$ cat config.mk
export PLATFORM = sky130hd
export DESIGN_NAME = fwd_hazard_ctrl_flat
export DESIGN_NICKNAME = d
export VERILOG_FILES = /design/src/rtl/fwd_hazard_ctrl_if.sv /design/src/rtl/fwd_hazard_ctrl.sv /design/src/flat_wrapper.sv
export SDC_FILE = /design/constraint.sdc
export NUM_CORES = 1
export LEC_CHECK = 0
export CAP_MARGIN = 25
export CORE_MARGIN = 3
export CORE_UTILIZATION = 55
export DETAILED_ROUTE_END_ITERATION = 16
export HOLD_SLACK_MARGIN = 0.03
export PLACE_DENSITY = 0.84
export SYNTH_ARGS = -nofsm -noshare
export SYNTH_HDL_FRONTEND = slang
export SYNTH_SLANG_ARGS = --single-unit
$ cat constraint.sdc
create_clock -name clk -period 3.3 [get_ports clk]
set_clock_uncertainty 0.1 [all_clocks]
set_input_delay 0.99 -clock clk [delete_from_list [all_inputs] [get_ports clk]]
set_output_delay 0.99 -clock clk [all_outputs]
set_load 0.1 [all_outputs]
$ cat src/rtl/fwd_hazard_ctrl_if.sv
// ID-stage fields into the forwarding/hazard controller; operand selects and pipeline controls out.
// STALL_CNT_EN adds the stall_count output.
interface fwd_hazard_ctrl_if #(
  parameter int REG_ADDR_W = 5
`ifdef STALL_CNT_EN
  , parameter int CNT_W = 16
`endif
);
  logic                  id_valid;
  logic [REG_ADDR_W-1:0] id_rs;
  logic [REG_ADDR_W-1:0] id_rt;
  logic [REG_ADDR_W-1:0] id_dest;
  logic                  id_regwrite;
  logic                  id_memread;
  logic                  branch_taken;
  logic                  hold;
  logic [1:0]            fwd_a;
  logic [1:0]            fwd_b;
  logic                  pc_write;
  logic                  ifid_write;
  logic                  ifid_flush;
  logic                  idex_bubble;
`ifdef STALL_CNT_EN
  logic [CNT_W-1:0]      stall_count;
`endif

  modport master (
    output id_valid, id_rs, id_rt, id_dest, id_regwrite, id_memread, branch_taken, hold,
    input  fwd_a, fwd_b, pc_write, ifid_write, ifid_flush, idex_bubble
`ifdef STALL_CNT_EN
    , input stall_count
`endif
  );

  modport slave (
    input  id_valid, id_rs, id_rt, id_dest, id_regwrite, id_memread, branch_taken, hold,
    output fwd_a, fwd_b, pc_write, ifid_write, ifid_flush, idex_bubble
`ifdef STALL_CNT_EN
    , output stall_count
`endif
  );
endinterface

$ cat src/rtl/fwd_hazard_ctrl.sv
// Forwarding mux selects and load-use / branch / memory-wait control for a 5-stage pipeline.
// Optional feature macro STALL_CNT_EN: saturating count of load-use stalls on stall_count.
module fwd_hazard_ctrl #(
  parameter int REG_ADDR_W = 5
`ifdef STALL_CNT_EN
  , parameter int CNT_W = 16
`endif
) (
  input logic              clk,
  input logic              reset,
  fwd_hazard_ctrl_if.slave bus
);

  typedef enum logic {RUN = 1'b0, STALL = 1'b1} state_t;

  typedef struct packed {
    logic                  valid;
    logic [REG_ADDR_W-1:0] rs;
    logic [REG_ADDR_W-1:0] rt;
    logic [REG_ADDR_W-1:0] dest;
    logic                  regwrite;
    logic                  memread;
  } ex_stage_t;

  // MEM and WB only ever act as forwarding sources, so their operand fields are not kept.
  typedef struct packed {
    logic                  valid;
    logic [REG_ADDR_W-1:0] dest;
    logic                  regwrite;
  } wr_stage_t;

  state_t    state_q, state_d;
  ex_stage_t ex_q, ex_d;
  wr_stage_t mem_q, mem_d;
  wr_stage_t wb_q, wb_d;

  logic lu;
  logic take_stall;
  logic pc_write, ifid_write, ifid_flush, idex_bubble;

  function automatic logic [1:0] fwd_sel(input logic ex_valid, input logic [REG_ADDR_W-1:0] src,
                                         input wr_stage_t mem, input wr_stage_t wb);
    logic [1:0] sel;
    sel = 2'b00;
    if (ex_valid) begin
      if (mem.valid && mem.regwrite && (mem.dest != '0) && (mem.dest == src))
        sel = 2'b10;
      else if (wb.valid && wb.regwrite && (wb.dest != '0) && (wb.dest == src))
        sel = 2'b01;
    end
    return sel;
  endfunction

  always_comb begin
    lu = ex_q.valid && ex_q.memread && (ex_q.dest != '0) && bus.id_valid &&
         ((ex_q.dest == bus.id_rs) || (ex_q.dest == bus.id_rt));
    // In STALL the load has already moved past EX, so lu needs no masking there beyond the state test.
    take_stall = (state_q == RUN) && lu && !bus.branch_taken && !bus.hold;

    pc_write    = 1'b1;
    ifid_write  = 1'b1;
    ifid_flush  = 1'b0;
    idex_bubble = 1'b0;
    if (bus.hold) begin
      pc_write   = 1'b0;
      ifid_write = 1'b0;
    end else if (bus.branch_taken) begin
      ifid_flush  = 1'b1;
      idex_bubble = 1'b1;
    end else if (take_stall) begin
      pc_write    = 1'b0;
      ifid_write  = 1'b0;
      idex_bubble = 1'b1;
    end

    state_d = state_q;
    if (!bus.hold)
      state_d = take_stall ? STALL : RUN;
  end

  always_comb begin
    ex_d  = ex_q;
    mem_d = mem_q;
    wb_d  = wb_q;
    if (!bus.hold) begin
      wb_d           = mem_q;
      mem_d.valid    = ex_q.valid;
      mem_d.dest     = ex_q.dest;
      mem_d.regwrite = ex_q.regwrite;
      ex_d.valid     = bus.id_valid && !idex_bubble;
      ex_d.rs        = bus.id_rs;
      ex_d.rt        = bus.id_rt;
      ex_d.dest      = bus.id_dest;
      ex_d.regwrite  = bus.id_regwrite;
      ex_d.memread   = bus.id_memread;
    end
  end

  always_ff @(posedge clk or posedge reset) begin
    if (reset) begin
      state_q <= RUN;
      ex_q    <= '0;
      mem_q   <= '0;
      wb_q    <= '0;
    end else begin
      state_q <= state_d;
      ex_q    <= ex_d;
      mem_q   <= mem_d;
      wb_q    <= wb_d;
    end
  end

  assign bus.fwd_a       = fwd_sel(ex_q.valid, ex_q.rs, mem_q, wb_q);
  assign bus.fwd_b       = fwd_sel(ex_q.valid, ex_q.rt, mem_q, wb_q);
  assign bus.pc_write    = pc_write;
  assign bus.ifid_write  = ifid_write;
  assign bus.ifid_flush  = ifid_flush;
  assign bus.idex_bubble = idex_bubble;

`ifdef STALL_CNT_EN
  logic [CNT_W-1:0] cnt_q, cnt_d;

  always_comb begin
    cnt_d = cnt_q;
    if (take_stall && (cnt_q != '1))
      cnt_d = cnt_q + 1'b1;
  end

  always_ff @(posedge clk or posedge reset) begin
    if (reset)
      cnt_q <= '0;
    else
      cnt_q <= cnt_d;
  end

  assign bus.stall_count = cnt_q;
`endif

endmodule

$ cat src/flat_wrapper.sv
// flat-port wrapper written by rule: the top's interface ports become plain ports
module fwd_hazard_ctrl_flat 
#(
  parameter int REG_ADDR_W = 5

)
  (clk, reset, bus_id_valid, bus_id_rs, bus_id_rt, bus_id_dest, bus_id_regwrite, bus_id_memread, bus_branch_taken, bus_hold, bus_fwd_a, bus_fwd_b, bus_pc_write, bus_ifid_write, bus_ifid_flush, bus_idex_bubble);
  fwd_hazard_ctrl_if #(.REG_ADDR_W(REG_ADDR_W)) bus_i ();
  input logic clk;
  input logic reset;
  input wire logic [$bits(bus_i.id_valid)-1:0] bus_id_valid;
  input wire logic [$bits(bus_i.id_rs)-1:0] bus_id_rs;
  input wire logic [$bits(bus_i.id_rt)-1:0] bus_id_rt;
  input wire logic [$bits(bus_i.id_dest)-1:0] bus_id_dest;
  input wire logic [$bits(bus_i.id_regwrite)-1:0] bus_id_regwrite;
  input wire logic [$bits(bus_i.id_memread)-1:0] bus_id_memread;
  input wire logic [$bits(bus_i.branch_taken)-1:0] bus_branch_taken;
  input wire logic [$bits(bus_i.hold)-1:0] bus_hold;
  output wire logic [$bits(bus_i.fwd_a)-1:0] bus_fwd_a;
  output wire logic [$bits(bus_i.fwd_b)-1:0] bus_fwd_b;
  output wire logic [$bits(bus_i.pc_write)-1:0] bus_pc_write;
  output wire logic [$bits(bus_i.ifid_write)-1:0] bus_ifid_write;
  output wire logic [$bits(bus_i.ifid_flush)-1:0] bus_ifid_flush;
  output wire logic [$bits(bus_i.idex_bubble)-1:0] bus_idex_bubble;
  assign bus_i.id_valid = bus_id_valid;
  assign bus_i.id_rs = bus_id_rs;
  assign bus_i.id_rt = bus_id_rt;
  assign bus_i.id_dest = bus_id_dest;
  assign bus_i.id_regwrite = bus_id_regwrite;
  assign bus_i.id_memread = bus_id_memread;
  assign bus_i.branch_taken = bus_branch_taken;
  assign bus_i.hold = bus_hold;
  assign bus_fwd_a = bus_i.fwd_a;
  assign bus_fwd_b = bus_i.fwd_b;
  assign bus_pc_write = bus_i.pc_write;
  assign bus_ifid_write = bus_i.ifid_write;
  assign bus_ifid_flush = bus_i.ifid_flush;
  assign bus_idex_bubble = bus_i.idex_bubble;
  fwd_hazard_ctrl #(.REG_ADDR_W(REG_ADDR_W)) u_core (.clk(clk), .reset(reset), .bus(bus_i));
endmodule
==> reports/metrics.yaml, run 1 <==
run_status: "completed"
nFillCells: 159
pwr-share-seq: 0.478
drtIter0Drc: 19
cp_cell_sequence: "or4_1 > o211ai_2 > nor4_1 > and2_2 > buf_12"
fin_setup_tns_ns: 0
rsz0062_at_grt: "yes"
die-area_sq_um: 3760
final-hold-violation-count: 0
ant_nets: 0
rows: 19
relSlewSlack: 0.555
cts_buffers: 5
syn-cell-area_sq_um: 1680
worstReg2RegEnd: "u_core.state_q"
overflow: 0
initial_utilization: 0.594
syn-num-nets: 155
antenna_found_initial: 0
max_clock_freq_mhz: 307
slew_viol_final: 0
tightest_slew_ns: 0.661
crit_slowest_cell: "nor4_1"
drive_gt1_frac: 0.431
finalWeightedCongestion: 0.763
syn_avg_cell_area_sq_um: 12.6
peakVddDrop_mv: 0.324
grt_first_pass_wirelength_um: 5800
cts.path.max_buffers: 2
switching_share: 0.305
core-area_sq_um: 2830
criticalPathCategory: "flop to primary output"
syn_inst: 133
ys_types: 28
wl_um: 3580
htreeDepth: 2
dp_hpwl_um: 2640
dr_total_vias: 1174
power.share.clock: 0.285
p_per_area_nw_per_um2: 477
grt_pass1_vias: 1179
die_h_um: 61.3
r2r_start: "u_core.ex_q[2]"
clock_latency_ns: 0.35
grt_max_degree: 34
wl_per_cell_um: 17.5
postCtsHoldBufs: 0
grtUsageTotal: 0.228
min_from: "u_core.state_q"
p_comb_frac: 0.236
vias_per_cell: 5.73
numClockSinks: 33
post-route-drc-count: 0
power_switching_w: 0.000334
timing.final.crit_share: 0.988
reg2reg_depth: 4
internal-power_w: 0.000761
end_kind: "primary output"
ys_ff_latch: 33
io_pins: 30
cts.clk_slew.worst_paths_ns: 0.12
seq_area_frac_synth: 0.491
hp-class: "flop to flop"
dr.pass1.iters: 4
cp.arrival_ns: 2.17
p_leak_nw: 0.942
critical_path.max_fanout: 5
layout.nets: 195
cts_tree: "done"
diodes: 0
maxCapViolCount: 0
yosys_warnings: 0
p_total_w: 0.00109
io_buffers: 29
areaGrowthSynthToFinish_pct: 36.5
startpoint_type: "flop"
chipWidth_um: 61.3
clockRootBuffer: "clkbuf_4"
cpPeakStageDelay_ns: 0.62
setup_violations: 0
period_needed_ns: 3.26
holdPathStages: 2
critPathRequiredTime_ns: 2.21
hold_end: "u_core.state_q"
r2r_slack_ns: 1.56
power groups by stage:
stage	Combinational, W	Clock, W	Sequential (W)
floorplan	0.000176	0	0.000511
global placement	0.000237	0	0.000526
detailed placement	0.000245	0	0.000530
CTS	0.000247	0.000314	0.000523
global route	0.000278	0.000341	0.000530
finish	0.000259	0.000312	0.000524
metrics by stage:
stage | std cells | util | hold WS (ns) | worst slack [ns] | area [sq um]
2_1_floorplan | 133 | - | 0.354 | -0.181 | 1750
4_1_cts | 202 | 0.803 | 0.400 | 0.00738 | 2270
3_5_place_dp | 194 | 0.769 | 0.374 | -0.227 | 2180
6_report | 205 | 0.811 | 0.402 | 0.0389 | 2290
5_1_grt | 205 | 0.811 | 0.445 | -0.0279 | 2290
3_3_place_gp | 194 | 0.769 | 0.368 | -0.185 | 2180
flip-flops by register name (all words and copies together) (netlist names):
register        cells
u_core.ex_q        18
u_core.state_q      1
u_core.mem_q        7
u_core.wb_q         7
cells in the final DEF (no fill, tap or decap), drive strengths merged:
cell type and count:
a21oi 1, a31oi 1, and2 2, buf 17
bufinv 1, clkbuf 7, clkdlybuf4s50 10, clkinv 1
clkinvlp 1, dfrtp 33, dlygate4sd2 8, dlymetal6s2s 1
inv 1, mux2 31, mux2i 1, nand2 4
nand3 5, nor2 1, nor2b 2, nor3 2
nor4 3, o2111a 1, o2111ai 1, o211ai 1
o21ai 1, o21bai 1, o22a 1, o22ai 1
or4 4, xnor2 18, xor2 12
worst max path at each step:
stage                         start               to  slack, ns  cells after the start
global route        u_core.mem_q[3]     bus_fwd_a[1]      -0.03                      5
CTS                        bus_hold  bus_idex_bubble      0.007                      6
detailed placement     bus_id_rs[0]  bus_idex_bubble      -0.23                      6
global placement       bus_id_rs[0]   bus_ifid_write      -0.19                      7
floorplan                  bus_hold     bus_pc_write      -0.18                      4
finish              u_core.mem_q[3]     bus_fwd_a[1]       0.04                      5
worst max-delay path, delay by kind of cell, from the launching register on:
family | cells | cell delay [ns]
buf+inv | 1 | 0.17
compound gates | 1 | 0.10
simple gates | 3 | 1.09
flops | 1 | 0.47
routing by layer:
layer  global-route usage  up-vias  wire, um
met2                0.343       29      1790
met4                0.152        0       114
met3               0.0713       10       142
li1                     -      556         -
met5                    0        -         0
met1                0.281      579      1530
final cells by class:
class / count / area (sq um) / area share
Multi-Input combinational cell: 94 / 920 / 0.401
Clock buffer: 5 / 37.5 / 0.0164
Timing Repair Buffer: 38 / 420 / 0.183
Tap cell: 31 / 38.8 / 0.0169
Inverter: 1 / 3.75 / 0.00164
Clock inverter: 3 / 46.3 / 0.0202
Sequential cell: 33 / 828 / 0.361
cells in the mapped netlist:
library cell,count,area share
nand2_1,4,0.0089
dfrtp_1,33,0.49
nor4_1,2,0.0074
and2_1,1,0.0037
nor2b_1,2,0.0074
nand3_1,5,0.015
o211ai_2,1,0.0074
o22ai_1,1,0.0037
or4_1,4,0.018
buf_4,1,0.0045
nor2_1,1,0.0022
nor3_1,2,0.0060
o22a_1,1,0.0052
buf_2,1,0.0030
a21oi_1,1,0.0030
xnor2_1,18,0.094
o2111a_1,1,0.0067
mux2_2,31,0.21
o21ai_0,1,0.0030
xor2_1,12,0.062
inv_1,1,0.0022
o21bai_1,1,0.0045
mux2i_1,1,0.0060
a31oi_1,1,0.0037
nor4_2,1,0.0074
buf_1,3,0.0067
and2_2,1,0.0045
o2111ai_1,1,0.0052
logic make-up after synthesis:
kind of cell,synth area share
buffers and inverters,0.0164
AND/OR/NAND/NOR,0.0804
multiplexers,0.214
XOR/XNOR,0.156
AO/OA/AOI/OAI,0.0424
flip-flops,0.491
repair_timing:
item                       4_1_cts  5_1_grt
cloned                           0        0
gates resized for setup         15        8
setup endpoints to repair        3        7
pin swaps                       10        7
buffers inserted                 0        3
Power figures use the tool's default switching activity.
==> run 2: changes to the inputs <==
--- a/config.mk
+++ b/config.mk
@@ -14,3 +14,4 @@
 export SYNTH_ARGS = -nofsm -noshare
 export SYNTH_HDL_FRONTEND = slang
 export SYNTH_SLANG_ARGS = --single-unit
+export TNS_END_PERCENT = 10
==> run 2 against run 1 <==
  * Sequential cell count unchanged
  * Critical endpoint is now bus_pc_write
  * Total power up 0.73%
  * Routed wire length is the same
  * Critical path type is now input pin to primary output
  * Clock power rose by 3%
  * Largest power group unchanged
==> reports/metrics.yaml, run 2 (synthesized netlist as in run 1, its figures left out) <==
run_status: "completed"
criticalPathCategory: "input pin to primary output"
numClockSinks: 33
finalWeightedCongestion: 0.768
clockRootBuffer: "clkbuf_4"
grt_max_degree: 34
layout.nets: 195
layoutNonFillerInstCount: 205
critical_path.max_fanout: 2
nFillCells: 167
cts.path.max_buffers: 2
cts_tree: "done"
core-area_sq_um: 2830
post-route-drc-count: 0
final_cell_mix: "mux2_2 (31), dfrtp_1 (31), xnor2_1 (17)"
fin_ws_ns: 0.0313
cp_cell_sequence: "dlygate4sd2_1 > xnor2_2 > nand3_1 > o22ai_1 > buf_4 > a31oi_4 > buf_12"
startpoint_type: "input pin"
grtUsageTotal: 0.223
tightest_slew_ns: 0.432
cts_buffers: 5
wl_per_cell_um: 17.5
p_leak_nw: 0.942
io_buffers: 29
drtIter0Drc: 52
postCtsHoldBufs: 0
p_per_area_nw_per_um2: 482
dr.pass1.iters: 4
path_delay_family: "buffers and inverters"
rows: 19
timing.final.crit_share: 0.991
overflow: 0
chipWidth_um: 61.3
drive_gt1_frac: 0.402
peakVddDrop_mv: 0.422
rsz0062_at_grt: "yes"
grt_pass1_vias: 1209
die_h_um: 61.3
dp_hpwl_um: 2550
areaGrowthSynthToFinish_pct: 35.9
end_kind: "primary output"
largest_register_ffs: 18
ant_nets: 0
grt_first_pass_wirelength_um: 5870
dr_total_vias: 1181
dp.cells: 194
r2r_slack_ns: 1.53
antenna_found_initial: 0
dp_slack_ns: -0.205
regMostFlops: "u_core.ex_q"
fin_setup_tns_ns: 0
hp-class: "flop to flop"
io_pins: 30
die-area_sq_um: 3760
clock_latency_ns: 0.33
max_clock_freq_mhz: 306
cts.clk_slew.worst_paths_ns: 0.10
top_regs: "u_core.ex_q (18), u_core.mem_q (7), u_core.wb_q (7)"
period_needed_ns: 3.27
final-hold-violation-count: 0
setup_violations: 0
wl_um: 3580
cpPeakStageDelay_ns: 0.27
cp.buffers_inverters: 3
final_util: 0.808
htreeDepth: 2
vias_per_cell: 5.76
maxCapViolCount: 0
crit_slowest_cell: "dlygate4sd2_1"
initial_utilization: 0.594
relSlewSlack: 0.710
slew_viol_final: 0
diodes: 0
critPathRequiredTime_ns: 2.21
cp.arrival_ns: 2.18
run 2: power by group:
part           switching, W  internal, W  total, W
Sequential        0.0000648     0.000456  0.000521
Combinational      0.000116     0.000144  0.000260
Clock              0.000141     0.000181  0.000322
run 2: path summary, 6_finish.rpt:
check / startpoint / depth (start not counted) / end
min reg2reg: u_core.state_q / 2 / u_core.state_q
max in group asynchronous: reset / 3 / u_core.mem_q[2]
max: bus_id_rs[0] / 7 / bus_pc_write
min in group asynchronous: reset / 3 / u_core.ex_q[0]
min: u_core.state_q / 2 / u_core.state_q
max reg2reg: u_core.ex_q[2] / 4 / u_core.state_q
run 2: metrics by stage:
step | area, sq um | total power, W | hold slack (ns)
after floorplan | 1730 | 0.000684 | 0.354
final | 2280 | 0.00110 | 0.404
after CTS | 2250 | 0.00109 | 0.398
after detailed placement | 2160 | 0.000770 | 0.374
after global placement | 2160 | 0.000758 | 0.370
after global routing | 2280 | 0.00115 | 0.426
run 2: layout make-up:
type	instances	area, sq um	share of cell area
multi-input cells	94	901	0.394
flip-flops and latches	33	828	0.363
repair buffers	38	428	0.187
clock buffers	7	55.1	0.0241
well taps	31	38.8	0.0170
clock inverters	1	30.0	0.0131
inverters	1	3.75	0.00164
run 2: timing repair:
item	in CTS	in global routing
setup buffers	0	3
setup endpoints to repair	4	4
gates resized for setup	15	4
pin swaps	9	4
run 2: tightest hold or removal path, delay by kind of cell (launching register included):
| kind | cells | cell delay, ns |
|---|---|---|
| compound gates | 1 | 0.06 |
| flops | 1 | 0.37 |
| simple gates | 1 | 0.05 |
run 2: layer usage:
metal,track usage,vias to the layer above,share of wire
li1,-,556,-
met1,0.308,582,0.45
met2,0.322,32,0.48
met3,0.0545,11,0.045
met4,0.124,0,0.028
met5,0,-,0
==> run 3: changes to the inputs <==
--- a/config.mk
+++ b/config.mk
@@ -11,6 +11,7 @@
 export DETAILED_ROUTE_END_ITERATION = 16
 export HOLD_SLACK_MARGIN = 0.03
 export PLACE_DENSITY = 0.84
+export RECOVER_POWER = 50
 export SYNTH_ARGS = -nofsm -noshare
 export SYNTH_HDL_FRONTEND = slang
 export SYNTH_SLANG_ARGS = --single-unit
==> run 3 against run 2 <==
  * Die area stayed put
  * Global-route usage stayed put
  * Critical path depth stayed put
  * Utilization is 0.22 points lower
  * Combinational power hardly changed
  * The flow now finishes with violations (capacitance limit, slew limit)
  * Sequential cell count stayed put
  * Total power hardly changed
  * Non-clock buffer count stayed put
==> reports/metrics.yaml, run 3 (synthesized netlist as in run 1, its figures left out) <==
critPathRequiredTime_ns: 2.21
diodes: 0
slew_viol_final: 34
chipWidth_um: 61.3
seqCellArea_sq_um: 828
power_switching_w: 0.000322
timing.final.crit_share: 0.990
switching_share: 0.292
final-hold-violation-count: 0
vias_per_cell: 5.78
criticalPathCategory: "input pin to primary output"
worstReg2RegEnd: "u_core.state_q"
grt_first_pass_wirelength_um: 5870
layout.nets: 195
r2r_slack_ns: 1.53
regMostFlops: "u_core.ex_q"
overflow: 0
max_clock_freq_mhz: 306
cts.clk_slew.worst_paths_ns: 0.10
setup_violations: 0
hp-class: "flop to flop"
relSlewSlack: -0.164
die-area_sq_um: 3760
ant_nets: 0
cts_buffers: 5
rsz0062_at_grt: "yes"
startpoint_type: "input pin"
layoutNonFillerInstCount: 205
wl_um: 3570
finalWeightedCongestion: 0.768
tightest_slew_ns: 1.75
top_regs: "u_core.ex_q (18), u_core.mem_q (7), u_core.wb_q (7)"
cts_tree: "done"
period_needed_ns: 3.27
stdcell_area_sq_um: 2280
p_per_area_nw_per_um2: 484
min_from: "u_core.state_q"
whs_ns: 0.397
post-route-drc-count: 0
end_kind: "primary output"
io_pins: 30
cp.arrival_ns: 2.18
maxCapViolCount: 1
dr.pass1.iters: 4
multi_input_area_sq_um: 901
critical_path.max_fanout: 2
run_status: "finished with violations"
internal-power_w: 0.000780
htreeDepth: 2
io_buffers: 29
dp_slack_ns: -0.205
pwr-share-seq: 0.472
dpl_cell_area_sq_um: 2160
rows: 19
grt_max_degree: 34
largest_register_ffs: 18
holdPathStages: 2
drtIter0Drc: 51
nFillCells: 168
r2r_start: "u_core.ex_q[2]"
initial_utilization: 0.594
p_leak_nw: 0.938
drive_gt1_frac: 0.397
clock_latency_ns: 0.33
dp_hpwl_um: 2550
reg2reg_depth: 4
dr_total_vias: 1185
violations: "capacitance limit, slew limit"
areaGrowthSynthToFinish_pct: 35.5
fin_ws_ns: 0.0320
numClockSinks: 33
cts.path.max_buffers: 2
core-area_sq_um: 2830
antenna_found_initial: 0
grt_pass1_vias: 1209
peakVddDrop_mv: 0.423
clockRootBuffer: "clkbuf_4"
p_comb_frac: 0.235
grtUsageTotal: 0.223
final_cell_mix: "mux2_2 (31), dfrtp_1 (31), xnor2_1 (17)"
wl_per_cell_um: 17.4
hold_end: "u_core.state_q"
die_h_um: 61.3
power.share.clock: 0.292
dp.cells: 194
## run 3: stage by stage
| stage | TNS (ns) | utilization | total power (W) |
|---|---|---|---|
| 4_1_cts | -0.0165 | 0.797 | 0.00109 |
| 2_1_floorplan | -0.460 | - | 0.000684 |
| 5_1_grt | -0.0536 | 0.805 | 0.00115 |
| 3_5_place_dp | -0.590 | 0.763 | 0.000770 |
| 6_report | 0 | 0.805 | 0.00110 |
| 3_3_place_gp | -0.544 | 0.763 | 0.000758 |
## run 3: worst max-delay path, stage by stage
cell	delay (ns)
dlygate4sd2_1	0.27
xnor2_2	0.14
nand3_1	0.12
o22ai_1	0.09
buf_4	0.15
a31oi_4	0.20
buf_12	0.21
## run 3: power groups by stage
| stage | Sequential [W] | Combinational, W | Clock, W |
|---|---|---|---|
| after floorplan | 0.000510 | 0.000174 | 0 |
| after global placement | 0.000524 | 0.000234 | 0 |
| after detailed placement | 0.000528 | 0.000242 | 0 |
| after CTS | 0.000521 | 0.000243 | 0.000322 |
| after global routing | 0.000528 | 0.000283 | 0.000340 |
| final | 0.000520 | 0.000259 | 0.000322 |
## run 3: worst max-delay path by stage
stage,from,end,slack (ns),cells past startpoint
finish,bus_id_rs[0],bus_pc_write,0.03,7
global route,bus_id_rs[4],bus_ifid_write,-0.02,7
CTS,bus_hold,bus_idex_bubble,-0.02,6
detailed placement,bus_id_rs[3],bus_pc_write,-0.20,7
global placement,bus_id_rs[0],bus_ifid_write,-0.19,7
floorplan,bus_hold,bus_pc_write,-0.18,4
## run 3: timing repair
| item | in CTS | in global routing |
|---|---|---|
| resized for setup | 15 | 4 |
| setup endpoints to repair | 4 | 4 |
| hold buffers | 0 | 0 |
| pin swaps | 9 | 4 |
| setup buffers | 0 | 3 |
## run 3: routing by layer
metal | vias to the layer above | wire (um) | GRT usage
met5 | - | 0 | 0
met3 | 13 | 171 | 0.0545
li1 | 558 | - | -
met2 | 38 | 1710 | 0.322
met1 | 576 | 1570 | 0.308
met4 | 0 | 114 | 0.124
## run 3: layout make-up
class / instances / share of cell area
Multi-Input combinational cell: 94 / 0.395
Clock buffer: 7 / 0.0242
Inverter: 1 / 0.00165
Tap cell: 31 / 0.0170
Sequential cell: 33 / 0.364
Timing Repair Buffer: 38 / 0.185
Clock inverter: 1 / 0.0132
==> edit, RTL diff (flow settings as in run 2) <==
`REG_ADDR_W` is set to 5 in 3 places; all go to 6.
--- a/src/rtl/fwd_hazard_ctrl_if.sv
+++ b/src/rtl/fwd_hazard_ctrl_if.sv
@@ -3,3 +3,3 @@
 interface fwd_hazard_ctrl_if #(
-  parameter int REG_ADDR_W = 5
+  parameter int REG_ADDR_W = 6
 `ifdef STALL_CNT_EN
--- a/src/rtl/fwd_hazard_ctrl.sv
+++ b/src/rtl/fwd_hazard_ctrl.sv
@@ -3,3 +3,3 @@
 module fwd_hazard_ctrl #(
-  parameter int REG_ADDR_W = 5
+  parameter int REG_ADDR_W = 6
 `ifdef STALL_CNT_EN
--- a/src/flat_wrapper.sv
+++ b/src/flat_wrapper.sv
@@ -3,3 +3,3 @@
 #(
-  parameter int REG_ADDR_W = 5
+  parameter int REG_ADDR_W = 6
 
Interface: changed (resized bus_id_dest, bus_id_rs and bus_id_rt); port bits go from 30 to 33. No check against the original RTL was run, so the function may have changed too.
==> edit against run 2 <==
- fmax grew 0.82%
- power is 2.5% higher
- synthesized cell count grew 15%
- cell area grew 11%
- sequential cell count up 5
- count of clock-buffer cells in the layout shrank 1
- critical path type unchanged
- wire length up 18%
- area after synthesis grew 15%
- highest routed layer unchanged
- setup slack better by 0.027 ns
- non-clock buffer count increased by 2
==> edit: results <==
metrics = {
    "synth": {
        "syn-mean-instance-area_sq_um": 12.60,
        "synth_common_cells": "dfrtp_1 (38), mux2_2 (36), xnor2_1 (24), xor2_1 (12), nor4_1 (6)",
        "ys_top_cells_by_area": "dfrtp_1 (49%), mux2_2 (21%), xnor2_1 (11%)",
        "synth_cell_types": 26,
        "yosysSeqAreaShare": 0.4932,
    },
    "place": {
        "gp_congestion": 0.9185,
        "place_area_sq_um": 2436,
        "dp_hpwl_microns": 3023,
        "port_buffers": 32,
    },
    "timing": {
        "tightest_slew_ns": 0.4818,
    },
    "global_routing": {
        "grt_first_pass_wirelength_microns": 6989,
        "grtUsageTotal": 0.2165,
        "grt_pass1_vias": 1455,
        "grt_max_degree": 39,
    },
    "finish": {
        "final_nets": 220,
        "drive_gt1_frac": 0.4381,
        "reg_top3": "u_core.ex_q (21), u_core.mem_q (8), u_core.wb_q (8)",
    },
    "drt": {
        "drt_iter0_drc": 81,
        "avgRoutedWirePerCell_microns": 17.81,
    },
    "pwr": {
        "p_switching_mw": 0.3463,
        "p_comb_frac": 0.252,
        "p_leak_nw": 1.033,
        "clock_power_mw": 0.235,
        "power_density_nw_per_um2": 444.8,
        "max-vdd-ir-drop_mv": 0.3006,
    },
    "run_status": {
        "status": "finished clean",
    },
    "worst_hold_path": {
        "hold_depth": 1,
    },
    "setup_path": {
        "worstPathArrival_ns": 2.15,
        "slowest_delay_ns": 0.25,
    },
}
edit: kinds of logic after synthesis:
kind of cell | count (synthesis) | share of synthesized area
DFF | 38 | 0.4932
muxes | 37 | 0.2154
xor gates and xnor gates | 36 | 0.1635
and+or+nand+nor | 28 | 0.08307
AOI/OAI and AO/OA | 8 | 0.03116
buffers and inverters | 6 | 0.01362
edit: layout make-up:
type / count / area, sq um
Tap cell: 44 / 55.05
Timing Repair Buffer: 40 / 411.6
Multi-Input combinational cell: 109 / 1065
Fill cell: 222 / 663.1
Inverter: 1 / 3.754
Clock buffer: 6 / 51.30
Sequential cell: 38 / 953.4
edit: timing repair:
action / 4_1_cts / 5_1_grt
setup buffers: 0 / 3
pin swaps: 10 / 15
gates resized for setup: 24 / 18
endpoints found under the setup margin: 6 / 6
edit: per-layer routing:
| metal | global-route usage | up-vias | share of wire |
|---|---|---|---|
| li1 | - | 630 | - |
| met1 | 0.2852 | 643 | 0.43 |
| met2 | 0.3515 | 43 | 0.50 |
| met3 | 0.05983 | 7 | 0.059 |
| met4 | 0.05959 | 0 | 0.014 |
| met5 | 0 | - | 0 |
edit: path summary, 6_finish.rpt:
check / to / slack [ns] / startpoint
hold / removal: u_core.ex_q[1]$_DFFE_PP0N_ / 0.42 / u_core.ex_q[1]$_DFFE_PP0N_
min in group asynchronous: u_core.ex_q[7]$_DFFE_PP0N_ / 0.99 / reset
hold reg to reg: u_core.ex_q[1]$_DFFE_PP0N_ / 0.42 / u_core.ex_q[1]$_DFFE_PP0N_
max in group asynchronous: u_core.mem_q[2]$_DFFE_PP0N_ / 1.77 / reset
setup reg to reg: u_core.state_q$_DFFE_PP0N_ / 1.81 / u_core.ex_q[2]$_DFFE_PP0N_
setup / recovery: bus_idex_bubble / 0.06 / bus_id_rt[3]
